`src/rtl/if_fetch_pkg.sv`:
```
// Shared constants and types for the instruction fetch unit and its prefetch FIFO.
// Holds the NOP encoding, the default reset PC and the FIFO entry layout.
package if_fetch_pkg;

    localparam logic [31:0] INST_NOP         = 32'h0000_0013;
    localparam logic [31:0] RESET_PC_DEFAULT = 32'h0000_0000;

    typedef struct packed {
        logic [31:0] addr;
        logic [31:0] inst;
    } fetch_entry_t;

    function automatic logic [31:0] word_align(input logic [31:0] a);
        return a & 32'hFFFF_FFFC;
    endfunction

endpackage

```
`src/rtl/if_fifo.sv`:
```
// Synchronous prefetch FIFO of {addr, inst} entries with push, pop, flush and occupancy.
// Storage is registered, so a word pushed in cycle N is visible at the head in cycle N+1.
module if_fifo
    import if_fetch_pkg::*;
#(
    parameter int DEPTH = 2,
    localparam int CW = $clog2(DEPTH) + 1
) (
    input  logic         clk,
    input  logic         rst,
    input  logic         push_i,
    input  logic         pop_i,
    input  logic         flush_i,
    input  fetch_entry_t data_i,
    output fetch_entry_t data_o,
    output logic         full_o,
    output logic         empty_o,
    output logic [CW-1:0] count_o
);

    localparam int AW = $clog2(DEPTH);

    fetch_entry_t   mem_q [DEPTH];
    logic [AW-1:0]  wr_ptr_q, wr_ptr_d;
    logic [AW-1:0]  rd_ptr_q, rd_ptr_d;
    logic [CW-1:0]  count_q, count_d;
    logic           do_push, do_pop;

    assign do_push = push_i && !flush_i && !rst;
    assign do_pop  = pop_i && !flush_i && !empty_o;

    assign empty_o = (count_q == '0);
    assign full_o  = (count_q == CW'(DEPTH));
    assign count_o = count_q;
    assign data_o  = mem_q[rd_ptr_q];

    always_comb begin
        wr_ptr_d = wr_ptr_q;
        rd_ptr_d = rd_ptr_q;
        count_d  = count_q;
        if (do_push) wr_ptr_d = wr_ptr_q + AW'(1);
        if (do_pop)  rd_ptr_d = rd_ptr_q + AW'(1);
        if (do_push && !do_pop)      count_d = count_q + CW'(1);
        else if (!do_push && do_pop) count_d = count_q - CW'(1);
    end

    // Flush empties the queue in one edge; stale storage is simply overwritten later.
    always_ff @(posedge clk) begin
        if (rst || flush_i) begin
            wr_ptr_q <= '0;
            rd_ptr_q <= '0;
            count_q  <= '0;
        end else begin
            wr_ptr_q <= wr_ptr_d;
            rd_ptr_q <= rd_ptr_d;
            count_q  <= count_d;
        end
    end

    always_ff @(posedge clk) begin
        if (do_push) mem_q[wr_ptr_q] <= data_i;
    end

endmodule

```
`src/rtl/if_fetch.sv`:
```
// Instruction fetch: PC generation, credit-limited memory requests, response tagging,
// prefetch buffering and redirect handling toward the decode stage.
module if_fetch
    import if_fetch_pkg::*;
#(
    parameter logic [31:0] RESET_PC   = RESET_PC_DEFAULT,
    parameter int          FIFO_DEPTH = 2
) (
    input  logic        clk,
    input  logic        rst,
    output logic        imem_req_o,
    output logic [31:0] imem_addr_o,
    input  logic        imem_gnt_i,
    input  logic        imem_rvalid_i,
    input  logic [31:0] imem_rdata_i,
    input  logic        jump_en_i,
    input  logic [31:0] jump_addr_i,
    output logic        inst_valid_o,
    input  logic        inst_ready_i,
    output logic [31:0] inst_o,
    output logic [31:0] inst_addr_o
);

    localparam int            CW      = $clog2(FIFO_DEPTH) + 1;
    localparam logic [CW:0]   DEPTH_W = (CW + 1)'(FIFO_DEPTH);

    logic [31:0]   pc_q, pc_d;
    logic [31:0]   rsp_pc_q, rsp_pc_d;
    logic [CW-1:0] outst_q, outst_d;
    logic [CW-1:0] discard_q, discard_d;
    logic [CW-1:0] fifo_count;
    logic [CW:0]   credit_used;
    logic [31:0]   jump_tgt;
    logic          grant, push, pop;
    logic          fifo_empty, fifo_full;
    fetch_entry_t  push_entry, head;

    assign jump_tgt = word_align(jump_addr_i);

    // In-flight requests plus buffered words may never exceed the FIFO depth,
    // which is what makes an overflowing push impossible.
    assign credit_used = {1'b0, outst_q} + {1'b0, fifo_count};
    assign imem_req_o  = !rst && !jump_en_i && (credit_used < DEPTH_W);
    assign imem_addr_o = pc_q;
    assign grant       = imem_req_o && imem_gnt_i;

    assign push       = imem_rvalid_i && !jump_en_i && (discard_q == '0);
    assign push_entry = '{addr: rsp_pc_q, inst: imem_rdata_i};

    assign inst_valid_o = !fifo_empty && !jump_en_i;
    assign pop          = inst_valid_o && inst_ready_i;
    assign inst_o       = inst_valid_o ? head.inst : INST_NOP;
    assign inst_addr_o  = inst_valid_o ? head.addr : '0;

    always_comb begin
        pc_d      = pc_q;
        rsp_pc_d  = rsp_pc_q;
        outst_d   = outst_q;
        discard_d = discard_q;
        if (grant && !imem_rvalid_i)      outst_d = outst_q + CW'(1);
        else if (!grant && imem_rvalid_i) outst_d = outst_q - CW'(1);
        if (jump_en_i) begin
            // Everything still in flight belongs to the old path, except a response
            // landing right now, which is dropped here directly.
            pc_d      = jump_tgt;
            rsp_pc_d  = jump_tgt;
            discard_d = outst_q - (imem_rvalid_i ? CW'(1) : CW'(0));
        end else begin
            if (grant) pc_d = pc_q + 32'd4;
            if (push)               rsp_pc_d  = rsp_pc_q + 32'd4;
            else if (imem_rvalid_i) discard_d = discard_q - CW'(1);
        end
    end

    always_ff @(posedge clk) begin
        if (rst) begin
            pc_q      <= RESET_PC;
            rsp_pc_q  <= RESET_PC;
            outst_q   <= '0;
            discard_q <= '0;
        end else begin
            pc_q      <= pc_d;
            rsp_pc_q  <= rsp_pc_d;
            outst_q   <= outst_d;
            discard_q <= discard_d;
        end
    end

    always_ff @(posedge clk) begin
        if (!rst) begin
            a_push_not_full: assert (!(push && fifo_full));
        end
    end

    if_fifo #(
        .DEPTH (FIFO_DEPTH)
    ) u_fifo (
        .clk     (clk),
        .rst     (rst),
        .push_i  (push),
        .pop_i   (pop),
        .flush_i (jump_en_i),
        .data_i  (push_entry),
        .data_o  (head),
        .full_o  (fifo_full),
        .empty_o (fifo_empty),
        .count_o (fifo_count)
    );

endmodule
```
`config.mk`:
```
export PLATFORM = sky130hd
export DESIGN_NAME = if_fetch
export DESIGN_NICKNAME = d
export VERILOG_FILES = /design/src/rtl/if_fetch_pkg.sv /design/src/rtl/if_fifo.sv /design/src/rtl/if_fetch.sv
export SDC_FILE = /design/constraint.sdc
export NUM_CORES = 1
export LEC_CHECK = 0
export ABC_CLOCK_PERIOD_IN_PS = 5100
export CORE_ASPECT_RATIO = 1.25
export CORE_MARGIN = 5
export CORE_UTILIZATION = 45
export DETAILED_ROUTE_END_ITERATION = 8
export PLACE_DENSITY = 0.75
export SYNTH_ARGS = -nofsm -noshare
export SYNTH_HDL_FRONTEND = slang
export SYNTH_HIERARCHICAL = 1
export SYNTH_SLANG_ARGS = --single-unit
```
`constraint.sdc`:
```
create_clock -name clk -period 5.1 [get_ports clk]
set_clock_uncertainty 0.05 [all_clocks]
set_input_delay 0.765 -clock clk [delete_from_list [all_inputs] [get_ports clk]]
set_output_delay 0.765 -clock clk [all_outputs]
set_load 0.1 [all_outputs]
```
[After elaboration in Yosys (flattened, before gate mapping)]
Memories as Yosys holds them, arrays and structs flattened. A register that Yosys moved wholly into a read port is not among the register bits.
Index checks and enable logic that the tools add are counted.
Operators by class
  add/subtract/negate cells: 11
  order comparisons: 1
  equality and inequality tests: 1
  multiplexer cells: 18
  reductions and logical operators: 32
Operators with widths (number)
  32-bit 2-to-1 mux: 6
  32-bit by 3-bit adder with 32-bit output, second input constant: 2
  1-bit logical AND: 15
  2-bit 2-to-1 mux: 7
  2-bit nonzero test: 5
  1-bit logical NOT: 7
  2-bit by 1-bit subtractor with 2-bit output, second input constant: 3
  1-bit 2-to-1 mux: 5
  2-bit by 1-bit adder with 2-bit output, second input constant: 2
  2-bit logical NOT: 2
  2-bit by 2-bit adder with 3-bit output: 1
  3-bit by 2-bit < comparator with 1-bit output, second input constant: 1
  1-bit adder, second input constant: 2
  2-bit inequality test, second input constant: 1
  2-bit AND reduction: 1
  2-bit OR reduction: 1
  2-bit by 1-bit subtractor with 2-bit output: 1
  1-bit logical OR: 1
Storage, ports and cells
  register bits: 72
  RAM bits: 128
  output and inout bits: 98
  memories kept: 1
Memories
  u_fifo.mem_q: depth 2, bits a word 64, read ports 1, clocked after memory_dff 1, wr ports 1, line if_fifo.sv:23  | fetch_entry_t mem_q [DEPTH];

[Depth between registers and ports, before layout]
Gate-level depths: netlist (run 1).
  depth after elaboration: 9
  gate-level depth with buffers: 9
  depth with buffers taken out: 9

[Hierarchy]
The synthesis (run 1) kept the hierarchy.
By module, submodules not included
  if_fifo: instances 1, cells each 224, area each 4872.2 µm², sequential area each 3943.8 µm²
  if_fetch: instances 1, cells each 547, area each 4299.1 µm², sequential area each 1281.2 µm²

[Worst setup path after synthesis (run 1)]
OpenSTA, ideal clock, no wires.
  path kind: input to register
  start point: input port jump_en_i
  end point: memory u_fifo/mem_q[0][0] (netlist bit), enable pin
  library setup time: 494 ps
  arrival: 4537 ps
  required time: 4556 ps
  slack: 19 ps
  cell stages on the path: 6
  buffers on the path: 3
  cell sequence: clkbuf_1 > clkbuf_1 > buf_1 > nor2_1 > and2_1 > nor2b_1
Between the ends
  word-level cells in the longest chain between the ends: 7
RTL lines
  from (decl): line if_fetch.sv:16  | input logic jump_en_i,
  1-bit logical NOT: line if_fetch.sv:47  | assign push = imem_rvalid_i && !jump_en_i && (discard_q == '0);
  1-bit logical AND (2 in a row): line if_fetch.sv:47
  via push: line if_fetch.sv:34  | logic grant, push, pop;
  1-bit logical AND (2 in a row): line if_fifo.sv:29  | assign do_push = push_i && !flush_i && !rst;
  via u_fifo.do_push: line if_fifo.sv:27  | logic do_push, do_pop;
  1-bit 2-to-1 mux: line if_fifo.sv:61  | if (do_push) mem_q[wr_ptr_q] <= data_i;
  1-bit 2-to-1 mux (implied by the code): line if_fifo.sv:61
  to (decl): line if_fifo.sv:23
The timed path passes the listed nets, and every way through them passes these cells.

==> metrics, run 1 <==
outcome=complete, no violations; Min Hold Slack=0.4466 ns; post_cts resized=0; first-pass GRT wire length=33,470 um; achievable frequency=273.4 MHz; hold_sp=rsp_pc_q[31]; Clk pin slew, worst setup/hold paths=0.07 ns; WP data required=4.28 ns; Tcrit/Tclk final=71.71%; static leakage=3.942 nW; Hold Violations, Final=0; initial antenna violation count=0; Critical Path End Type=primary output; via count=6,598; Post-CTS Hold Buffers=0; CTS Sinks=197; share of cells above drive strength 1=19.10%; Post-CTS Setup Inserts=0; synthesized instance count=770; max_cap viols=0; placed cells=1,170; clk buf depth=2; TritonCTS clock tree=yes; Setup crit start kind=register; Nets=996; vias per inst=5.489; Post-Syn Area per Cell=11.90 um^2; H-tree levels=4; Finished Layout Cells=1,202; setup TNS=0 ns; die area=23,330 um^2; largest net degree at the start of global routing=65; Final GP Congestion=0.8542; Slew HR=34.35%; die height=169.5 um; Setup violations, final=0; starting density of the core=45.58%; GRT Total Usage=18.24%; row count=58; Worst R2R Path Depth=7; Max Slew Vio Count=0; # IOs=168; grt total ovfl=0; Final ANT Viol Nets=0; Final Worst Setup Slack=1.443 ns; WHS Endpoint=u_fifo/mem_q[1][63]; Yosys warning total=6; unrepaired setup endpoints after global routing=no; DP Worst Slack=1.403 ns; HPWL after DPL=14,720 um; Final Critical Period=3.657 ns; die width=137.6 um; Core Area=20,100 um^2; critical path class=register to primary output; Buffers on Ports=163; most common cell after layout, fill and taps aside=edfxtp_1; cell area after synthesis=9163 um^2; final wirelength=21,200 um; critical path peak fanout=26; total chip power=3.474 mW; Pre-antenna DRT Iters=4; clk_lat worst skew=0.42 ns; worst r2r dst=imem_addr_o[16]; most frequent cells in the layout=edfxtp_1 (128), clkdlybuf4s50_1 (99), and2_1 (71), buf_4 (71), dfxtp_1 (68); Remaining DRCs=0; Starting DRT DRC Count=351; root buf cell=clkbuf_16; # diodes=0; Critical Path AT=2.84 ns; PD cells=305.2 nW/um^2; hold path depth=0; area delta synth->final=24.23%; worst vdd ir=0.0002442 V; reg2reg start=u_fifo/count_o[0]; number of global-route vias before repair=6,530; routed length per placed instance=17.64 um; CTS buffer count=17; Slew @ Worst Pin=0.9817 ns; reg-to-reg slack, setup=2.17 ns; Hold Crit Class=register to register
through the flow:
stage          util, %  area [um^2]
4_1_cts          56.62        11380
6_report         56.62        11380
2_1_floorplan        -         9181
3_5_place_dp     53.92        10840
5_1_grt          56.62        11380
3_3_place_gp     53.92        10840
critical path: stages (launching register included):
cell and delay, ns:
dfxtp_2 0.74, mux2_2 0.41, or3_1 0.30, clkdlybuf4s50_1 0.97
state kept, by name, summed over array words and instances (netlist names), named ones only:
signal and count:
discard_q 2, imem_addr_o 30, outst_q 2, rsp_pc_q 30, u_fifo/count_o 2, u_fifo/mem_q 128, u_fifo/rd_ptr_q 1, u_fifo/wr_ptr_q 1
how the worst max path moves through the flow:
| stage | slack [ns] | to |
|---|---|---|
| 2_1_floorplan | 0.02 | u_fifo/mem_q[0][0] |
| 3_3_place_gp | 1.49 | u_fifo/mem_q[0][31] |
| 3_5_place_dp | 1.40 | u_fifo/mem_q[0][23] |
| 4_1_cts | 1.39 | inst_o[4] |
| 5_1_grt | 1.33 | inst_o[4] |
| 6_report | 1.44 | inst_o[4] |
final cells by class:
type,instances,area [um^2]
clock buffer,19,442.9
clock inverter,13,100.1
fill,1696,8720
inverter,12,45.04
multi-input combinational,519,3681
sequential,197,5226
tap,270,337.8
timing repair buffer,172,1549
per-layer routing:
layer  part of all wire (%)  routed length (um)  vias to the layer above  GRT usage (%)
met3                    5.9                1261                       34          4.122
met2                     49               10370                      199          30.50
met4                    2.8                 604                        0          7.465
met5                      0                   0                        -              0
met1                     42                8960                     3152          22.71
li1                       -                   -                     3213              -
power breakdown:
part           switching [mW]  internal [mW]  total, mW
Clock                   0.589          0.645       1.23
Sequential             0.0620           1.75       1.81
Combinational           0.280          0.148      0.428
Total                   0.931           2.54       3.47
No activity file was read; power rests on OpenSTA's default activity.
==> run 2: changes to the inputs <==
--- a/config.mk
+++ b/config.mk
@@ -5,7 +5,7 @@
 export SDC_FILE = /design/constraint.sdc
 export NUM_CORES = 1
 export LEC_CHECK = 0
-export ABC_CLOCK_PERIOD_IN_PS = 5100
+export ABC_CLOCK_PERIOD_IN_PS = 3200
 export CORE_ASPECT_RATIO = 1.25
 export CORE_MARGIN = 5
 export CORE_UTILIZATION = 45
==> constraint.sdc (replaced) <==
create_clock -name clk -period 3.2 [get_ports clk]
set_clock_uncertainty 0.05 [all_clocks]
set_input_delay 0.48 -clock clk [delete_from_list [all_inputs] [get_ports clk]]
set_output_delay 0.48 -clock clk [all_outputs]
set_load 0.1 [all_outputs]
==> run 2 against run 1 <==
Worst setup slack worse by 1.2 ns. Global-route usage is 0.13 points higher. Critical path depth is 4 higher. Clock-buffer cell count is 3 higher. Final cell count is 0.92% higher. Via count is 0.29% higher.
==> metrics, run 2 (synthesis results as in run 1) <==
reg-to-reg slack, setup=0.28 ns; placed cells=1,181; post_cts resized=0; Remaining DRCs=0; Critical Path AT=3.24 ns; Starting DRT DRC Count=524; most frequent cells in the layout=edfxtp_1 (128), and2_1 (71), dfxtp_1 (68), clkdlybuf4s50_1 (66), buf_12 (66); Max Slew Vio Count=0; area delta synth->final=33.47%; Pre-antenna DRT Iters=5; initial antenna violation count=0; row count=58; die width=137.6 um; HPWL after DPL=15,000 um; area of the multi-input gates=3686 um^2; most common cell after layout, fill and taps aside=edfxtp_1; Final GP Congestion=0.8567; worst vdd ir=0.0003558 V; Slew HR=51.52%; routed length per placed instance=17.40 um; Critical Path End Type=register; critical path peak fanout=12; CP max-delay cell=nor3b_2; static leakage=4.243 nW; Post-CTS Hold Buffers=0; grt total ovfl=0; Buffers on Ports=163; GRT Total Usage=18.36%; achievable frequency=342.1 MHz; outcome=complete, no violations; Tcrit/Tclk final=91.36%; Final Critical Period=2.924 ns; Fillers=1,640; clk buf depth=2; CTS Sinks=197; Clk pin slew, worst setup/hold paths=0.08 ns; critical path class=register to register; vias per inst=5.455; die area=23,330 um^2; max_cap viols=0; number of global-route vias before repair=6,451; die height=169.5 um; share of cells above drive strength 1=23.54%; root buf cell=clkbuf_16; Sequential Area=5226 um^2; Post-CTS Setup Inserts=0; Setup violations, final=0; clk_lat worst skew=0.43 ns; Finished Layout Cells=1,213; Setup crit start kind=register; max reg flops=128; WP data required=3.51 ns; CP max stage delay=0.48 ns; Slew @ Worst Pin=0.7206 ns; setup TNS=0 ns; # diodes=0; Hold Crit Class=register to register; final wirelength=21,100 um; TritonCTS clock tree=yes; PD cells=461.7 nW/um^2; largest net degree at the start of global routing=65; starting density of the core=45.58%; first-pass GRT wire length=33,810 um; unrepaired setup endpoints after global routing=no; Nets=1,007; via count=6,617; Critical Path, Cell by Cell=and2_1, fa_1, nor3b_2, buf_4, nand4_1, or3_1, a31oi_1; Core Area=20,100 um^2; Hold Violations, Final=0; Top reg by flops=u_fifo/mem_q; # IOs=168; CTS buffer count=17; Final ANT Viol Nets=0; H-tree levels=4
==> run 2: worst max-delay path, delay by kind of cell, from the launching register on <==
family          cells  cell delay, ns
compound gates      1            0.17
fa+ha+maj           1            0.47
buf+inv             1            0.27
flops               1            0.42
simple gates        4            1.47
==> run 2: worst paths after layout <==
kind / start / endpoint / depth (start not counted)
worst min-delay path: rsp_pc_q[31] / u_fifo/mem_q[1][63] / 0
worst max-delay path: u_fifo/count_o[0] / imem_addr_o[13] / 7
worst min register to register: rsp_pc_q[31] / u_fifo/mem_q[1][63] / 0
worst max register to register: u_fifo/count_o[0] / imem_addr_o[13] / 7
==> run 2: final cells by class <==
cell class / instances / share of cell area [%]
Sequential cell: 197 / 42.74
Timing Repair Buffer: 183 / 19.32
Multi-Input combinational cell: 519 / 30.14
Clock buffer: 22 / 3.970
Tap cell: 270 / 2.762
Clock inverter: 10 / 0.7060
Inverter: 12 / 0.3683
==> run 2: per-stage QoR <==
| step | utilization (%) | hold slack (ns) | setup slack [ns] | power [mW] | instance area [um^2] |
|---|---|---|---|---|---|
| after floorplan | - | 0.3747 | 0.3243 | 3.381 | 9196 |
| after global placement | 57.99 | 0.4117 | 0.3978 | 3.630 | 11660 |
| after detailed placement | 57.99 | 0.4343 | 0.3371 | 3.645 | 11660 |
| after CTS | 60.84 | 0.4501 | 0.3427 | 5.694 | 12230 |
| after global routing | 60.84 | 0.4756 | 0.1230 | 5.864 | 12230 |
| final | 60.84 | 0.4470 | 0.2765 | 5.647 | 12230 |
==> run 2: layer usage <==
layer  global-route usage (%)  wire length [um]  vias to the layer above  part of all wire, %
li1                         -                 -                     3224                    -
met1                    23.89              8903                     3114                   42
met2                    30.71             10460                      246                   50
met3                    3.826              1264                       33                  6.0
met4                    5.729               480                        0                  2.3
met5                        0                 0                        -                    0
==> run 2: report_power, final <==
| group | internal (mW) | leakage (nW) | switching [mW] | total (mW) |
|---|---|---|---|---|
| clock | 1.10 | 0.277 | 0.950 | 2.05 |
| sequential | 2.79 | 1.73 | 0.0971 | 2.89 |
| combinational | 0.252 | 2.24 | 0.454 | 0.706 |
